[src/rtl/seq_div.sv]
// Sequential signed restoring divider: one quotient bit per clock on operand
// magnitudes, with signs, divide-by-zero and the single overflow case applied in FIX.
module seq_div #(
    parameter int WIDTH = 8
) (
    input  logic             clk,
    input  logic             reset,
    input  logic             start,
    input  logic [WIDTH-1:0] a,
    input  logic [WIDTH-1:0] b,
    output logic [WIDTH-1:0] q,
    output logic [WIDTH-1:0] r,
    output logic             done,
    output logic             div_by_zero,
    output logic             ovf
);

    // state  | meaning
    // IDLE   | after reset, outputs zero, waiting for start
    // LOAD   | operands captured, start may still be held
    // RUN    | one restoring step per cycle, WIDTH steps
    // FIX    | apply signs / special cases, load outputs
    // DONE   | results held until start or reset
    typedef enum logic [2:0] {S_IDLE, S_LOAD, S_RUN, S_FIX, S_DONE} state_t;

    localparam int CW = $clog2(WIDTH) + 1;

    state_t           r_state;
    state_t           w_next;
    logic [CW-1:0]    r_cnt;
    logic [WIDTH-1:0] r_quo;
    logic [WIDTH-1:0] r_rem;
    logic [WIDTH:0]   r_bmag;
    logic [WIDTH-1:0] r_a;
    logic             r_sa;
    logic             r_sb;
    logic             r_bz;
    logic [WIDTH-1:0] r_q;
    logic [WIDTH-1:0] r_r;
    logic             r_done;
    logic             r_dz;
    logic             r_ovf;

    // An unsigned WIDTH-bit field already holds 2^(WIDTH-1), so |a| needs no extra bit.
    logic [WIDTH-1:0] w_amag;
    logic [WIDTH:0]   w_bmag;
    logic [WIDTH:0]   w_shift;
    logic [WIDTH-1:0] w_sub;
    logic             w_ge;
    logic             w_last;
    logic             w_neg_q;
    logic             w_ovf;
    logic [WIDTH-1:0] w_q_neg;
    logic [WIDTH-1:0] w_r_neg;

    assign w_amag  = a[WIDTH-1] ? (~a + 1'b1) : a;
    assign w_bmag  = b[WIDTH-1] ? -{b[WIDTH-1], b} : {b[WIDTH-1], b};
    assign w_shift = {r_rem, r_quo[WIDTH-1]};
    assign w_ge    = (w_shift >= r_bmag);
    assign w_sub   = w_shift[WIDTH-1:0] - r_bmag[WIDTH-1:0];
    assign w_last  = (r_cnt == CW'(WIDTH - 1));
    assign w_neg_q = r_sa ^ r_sb;
    assign w_ovf   = ~w_neg_q & r_quo[WIDTH-1];
    assign w_q_neg = ~r_quo + 1'b1;
    assign w_r_neg = ~r_rem + 1'b1;

    always_ff @(posedge clk) begin
        if (reset) begin
            r_state <= S_IDLE;
        end else begin
            r_state <= w_next;
        end
    end

    always_comb begin
        w_next = r_state;
        case (r_state)
            S_IDLE:  w_next = S_IDLE;
            S_LOAD:  w_next = r_bz ? S_FIX : S_RUN;
            S_RUN:   w_next = w_last ? S_FIX : S_RUN;
            S_FIX:   w_next = S_DONE;
            S_DONE:  w_next = S_DONE;
            default: w_next = S_IDLE;
        endcase
        if (start) begin
            w_next = S_LOAD;
        end
    end

    always_ff @(posedge clk) begin
        if (reset) begin
            r_cnt  <= '0;
            r_quo  <= '0;
            r_rem  <= '0;
            r_bmag <= '0;
            r_a    <= '0;
            r_sa   <= 1'b0;
            r_sb   <= 1'b0;
            r_bz   <= 1'b0;
            r_q    <= '0;
            r_r    <= '0;
            r_done <= 1'b0;
            r_dz   <= 1'b0;
            r_ovf  <= 1'b0;
        end else if (start) begin
            r_cnt  <= '0;
            r_quo  <= w_amag;
            r_rem  <= '0;
            r_bmag <= w_bmag;
            r_a    <= a;
            r_sa   <= a[WIDTH-1];
            r_sb   <= b[WIDTH-1];
            r_bz   <= (b == '0);
            r_q    <= '0;
            r_r    <= '0;
            r_done <= 1'b0;
            r_dz   <= 1'b0;
            r_ovf  <= 1'b0;
        end else begin
            case (r_state)
                S_RUN: begin
                    r_rem <= w_ge ? w_sub : w_shift[WIDTH-1:0];
                    r_quo <= {r_quo[WIDTH-2:0], w_ge};
                    r_cnt <= r_cnt + 1'b1;
                end
                S_FIX: begin
                    r_done <= 1'b1;
                    if (r_bz) begin
                        r_q  <= '1;
                        r_r  <= r_a;
                        r_dz <= 1'b1;
                    end else if (w_ovf) begin
                        r_q   <= r_quo;
                        r_r   <= '0;
                        r_ovf <= 1'b1;
                    end else begin
                        r_q <= w_neg_q ? w_q_neg : r_quo;
                        r_r <= r_sa ? w_r_neg : r_rem;
                    end
                end
                default: ;
            endcase
        end
    end

    assign q           = r_q;
    assign r           = r_r;
    assign done        = r_done;
    assign div_by_zero = r_dz;
    assign ovf         = r_ovf;

endmodule

[config.mk]
export PLATFORM = sky130hd
export DESIGN_NAME = seq_div
export DESIGN_NICKNAME = d
export VERILOG_FILES = /design/src/rtl/seq_div.sv
export SDC_FILE = /design/constraint.sdc
export NUM_CORES = 1
export LEC_CHECK = 0
export BUFFER_PORTS_ARGS = -buffer_cell sky130_fd_sc_hd__buf_2
export CAP_MARGIN = 25
export CORE_UTILIZATION = 35
export CTS_CLUSTER_DIAMETER = 50
export DETAILED_ROUTE_END_ITERATION = 16
export PLACE_DENSITY = 0.6
export SYNTH_ARGS = -nofsm -noshare
export SYNTH_HDL_FRONTEND = slang
export SYNTH_SLANG_ARGS = --single-unit
[constraint.sdc]
create_clock -name clk -period 1.79 [get_ports clk]
set_clock_uncertainty 0.05 [all_clocks]
set_input_delay 0.358 -clock clk [delete_from_list [all_inputs] [get_ports clk]]
set_output_delay 0.358 -clock clk [all_outputs]
set_load 0.1 [all_outputs]
==> results.md <==
- Outcome: complete, but fails checks
- Failing checks: setup timing
- EDFF count, synth: 0
- Final worst setup slack: -48.9 ps
- DP Wirelength: 6240 µm
- CP Data Arrival Time: 2020 ps
- Core Rows: 35
- Final Core Density: 0.467
- Int Pwr: 2300 µW
- Placed Area: 3970 µm²
- RR Startpoint: r_rem[1]$_SDFFE_PP0N_
- Asr flop ratio synth: 0
- Sequential area share after synthesis: 0.360
- Total congestion overflow: 0
- Max Slew Vio Count: 0
- Post-CTS Hold Fix Bufs: 0
- Area leader, netlist: dfxtp_1
- Xor/xnor share of the synthesized area: 0.0775
- DIE HEIGHT: 100 µm
- Clk pwr share: 0.363
- Area share of fa/ha/maj cells after synthesis: 0.0576
- Wirelength per Cell: 14.0 µm
- Worst-case clock buffer depth: 2
- Layout Cells excl Fill: 615
- Starting density of the core: 0.364
- Synthesized Nets: 449
- Startpoint types: flop
- Crit path time final: 1840 ps
- Avg Cell Area, Syn: 8.17 µm²
- Overall routing resource usage: 0.184
- # port buffers: 37
- Mux cell area share after synthesis: 0.0443
- Layout area overhead: 28.5%
- Seq cells post-synth: 61
- Layout cells sized above 1: 0.302
- Leak: 0.00176 µW
- RSZ-0062 raised after global routing: true
- Slew Limit Headroom: 0.571
- P_sw: 891 µW
- Switching Fraction: 0.279
- Fmax: 0.544 GHz
- Synth warnings: 0
- Pwr dens: 733 nW/µm²
- Hold_sp: a[5]
- CTS tree: done
- DR DRC count: 0
- Latest clock arrival within the worst-skew pair: 330 ps
- Slew @ Worst Pin: 644 ps
- Syn Std Cell Area: 3390 µm²
- Worst Hold Class: input pin to flop
- Clock Sinks: 61
- Die Width: 100 µm
- Logic pwr share: 0.186
- First-pass GRT wire length: 14,600 µm
- Worst Setup End Kind: flop
- Final Hold Slack: 256 ps
- Largest net degree at the start of global routing: 42
- Simple-Gate Fraction of Synth Area: 0.211
- R2R depth: 7
- Clk slew on worst S/H paths: 70 ps
- Worst-path fanout max: 4
- Sequential share of power: 0.451
- Main combinational cell family by area after synthesis: simple AND/OR/NAND/NOR gates
- Initial antenna violation count: 0
- Vias per cell: 5.13
- Die ar.: 10,100 µm²
- Synthesized instance count: 415
- Via count: 3,154
- I/O Pins: 38
- Post-synth top area share: 0.360
- Final cell area excluding filler cells: 4360 µm²
- Net count reported at finish: 516
- Setup TNS: -113 ps
- Number of global-route vias before repair: 2,959
- Final wirelength: 8580 µm
- Critical path class: flop to flop
- Hold Crit Depth: 3
- Max Cap Viol: 0
- Netlist cell types: 49
- WHS Endpoint: r_a[5]$_SDFFE_PP0P_
- WP data required: 1970 ps
- Drt pass-1 iters: 6
- Clock buffer count from CTS: 9
- Max VDD drop: 366 µV
- Detailed Route Iter0 Violations: 229
- Core Area: 9330 µm²
- H-Tree Depth: 3
- Final hold violation count: 0
- Clock root buffer: clkbuf_8
- R2r setup slk: -50 ps
- ANT cells: 0
- Period Utilization, post-route: 1.03
- Post-route ant nets: 0
- Ys flop type: dfxtp_1
- R2r endpoint: r_rem[0]$_SDFFE_PP0N_
- Area contributors post-synth: dfxtp_1 (36%), nor2_1 (5.8%), ha_1 (5.2%)
- Routability Congestion: 0.814
- Compound-Gate Fraction of Synth Area: 0.195
- # placed instances: 598
- Finish-stage setup viols: 5
worst max-delay path by stage:
| stage | cells past startpoint | end | from | slack (ps) |
|---|---|---|---|---|
| floorplan | 8 | r_rem[6]$_SDFFE_PP0N_ | r_quo[7]$_SDFFE_PP0P_ | -3 |
| global placement | 8 | r_rem[1]$_SDFFE_PP0N_ | r_bmag[2]$_SDFFE_PP0P_ | -160 |
| detailed placement | 8 | r_rem[0]$_SDFFE_PP0N_ | r_quo[7]$_SDFFE_PP0P_ | -180 |
| CTS | 8 | r_rem[1]$_SDFFE_PP0N_ | r_bmag[8]$_SDFFE_PP0P_ | -9 |
| global route | 8 | r_rem[0]$_SDFFE_PP0N_ | r_bmag[7]$_SDFFE_PP0P_ | -110 |
| finish | 7 | r_rem[0]$_SDFFE_PP0N_ | r_rem[1]$_SDFFE_PP0N_ | -50 |
what timing repair did:
item                                    CTS  global route
cloned                                    1             0
gates resized for setup                  36            15
buffers inserted                          1             0
endpoints found under the setup margin   10            11
pin swaps                                12             8
cell families (layout without fill, tap and decap cells):
group,Yosys count,count (layout)
simple gates,149,149
buf+inv,45,116
xor+xnor,30,30
mux,15,15
compound gates,100,100
fa+ha+maj,15,15
flops,61,61
Yosys cell counts (2+ instances only):
cell type and number:
a211oi_1 18, a21oi_1 29, a31o_2 2, a31oi_1 14, and2_1 4, buf_1 3, buf_2 7, clkbuf_1 14
dfxtp_1 61, ha_1 14, inv_1 20, mux2i_1 15, nand2_1 39, nand2b_1 6, nand3_1 8, nand4_1 5
nor2_1 52, nor2b_1 6, nor3_1 12, nor4_1 4, o21ai_0 19, o311ai_0 2, o31ai_1 6, or4_1 2
xnor2_1 18, xor2_1 12
registers in the layout, indices dropped and copies added (netlist names):
| register | count |
|---|---|
| r_rem | 8 |
| r_bz | 1 |
| ovf | 1 |
| r_state | 3 |
| r_cnt | 4 |
| r_a | 8 |
| r_quo | 8 |
| r_sb | 1 |
| done | 1 |
| r_bmag | 9 |
| q | 8 |
| div_by_zero | 1 |
| r | 8 |
final cells by class:
class / instances / area (µm²)
fillers: 918 / 4970
well taps: 129 / 161
multi-input cells: 309 / 2180
flip-flops and latches: 61 / 1240
inverters: 20 / 80.1
repair buffers: 81 / 513
clock buffers: 10 / 128
clock inverters: 5 / 52.6
metrics by stage:
stage | worst slack (ps) | power [µW]
2_1_floorplan | -2.73 | 1840
4_1_cts | -9.32 | 3220
3_5_place_dp | -181 | 2010
3_3_place_gp | -161 | 2000
5_1_grt | -112 | 3360
6_report | -48.9 | 3190
worst max-delay path, stage by stage (launching register included):
cell and delay (ps):
dfxtp_4 370, ha_4 300, nand2_1 70, o21ai_2 170, a211oi_2 110, buf_4 160, or4_4 420, o311ai_2 90
layer usage:
layer / track usage / vias up / wire, µm / part of all wire
met4: 0.0702 / 0 / 138 / 0.016
met5: 0 / - / 0 / 0
li1: - / 1597 / - / -
met1: 0.260 / 1474 / 4160 / 0.48
met3: 0.0299 / 11 / 494 / 0.058
met2: 0.279 / 72 / 3790 / 0.44
power groups by stage:
stage | clock, µW | combinational (µW) | sequential (µW)
finish | 1160 | 592 | 1440
detailed placement | 0 | 545 | 1470
CTS | 1200 | 580 | 1440
global route | 1260 | 655 | 1440
floorplan | 0 | 369 | 1470
global placement | 0 | 535 | 1470
cell usage in the layout (no fill, tap or decap), types with 4 or more instances in the layout:
cell | Yosys | final
o21ai_0 | 19 | 15
nor2_1 | 52 | 52
dfxtp_1 | 61 | 49
dfxtp_2 | 0 | 11
a211oi_1 | 18 | 18
clkbuf_8 | 0 | 9
inv_2 | 0 | 6
and2_1 | 4 | 4
nand4_1 | 5 | 5
ha_1 | 14 | 4
nand3_1 | 8 | 8
ha_4 | 0 | 9
nand2b_1 | 6 | 5
xnor2_1 | 18 | 18
nor3_1 | 12 | 12
nand2_1 | 39 | 39
a21oi_1 | 29 | 25
nor2b_1 | 6 | 6
inv_1 | 20 | 12
xor2_1 | 12 | 12
buf_2 | 7 | 38
nor4_1 | 4 | 4
a31oi_1 | 14 | 14
o31ai_1 | 6 | 5
buf_4 | 0 | 43
mux2i_1 | 15 | 15
No activity file was read; power rests on OpenSTA's default activity.
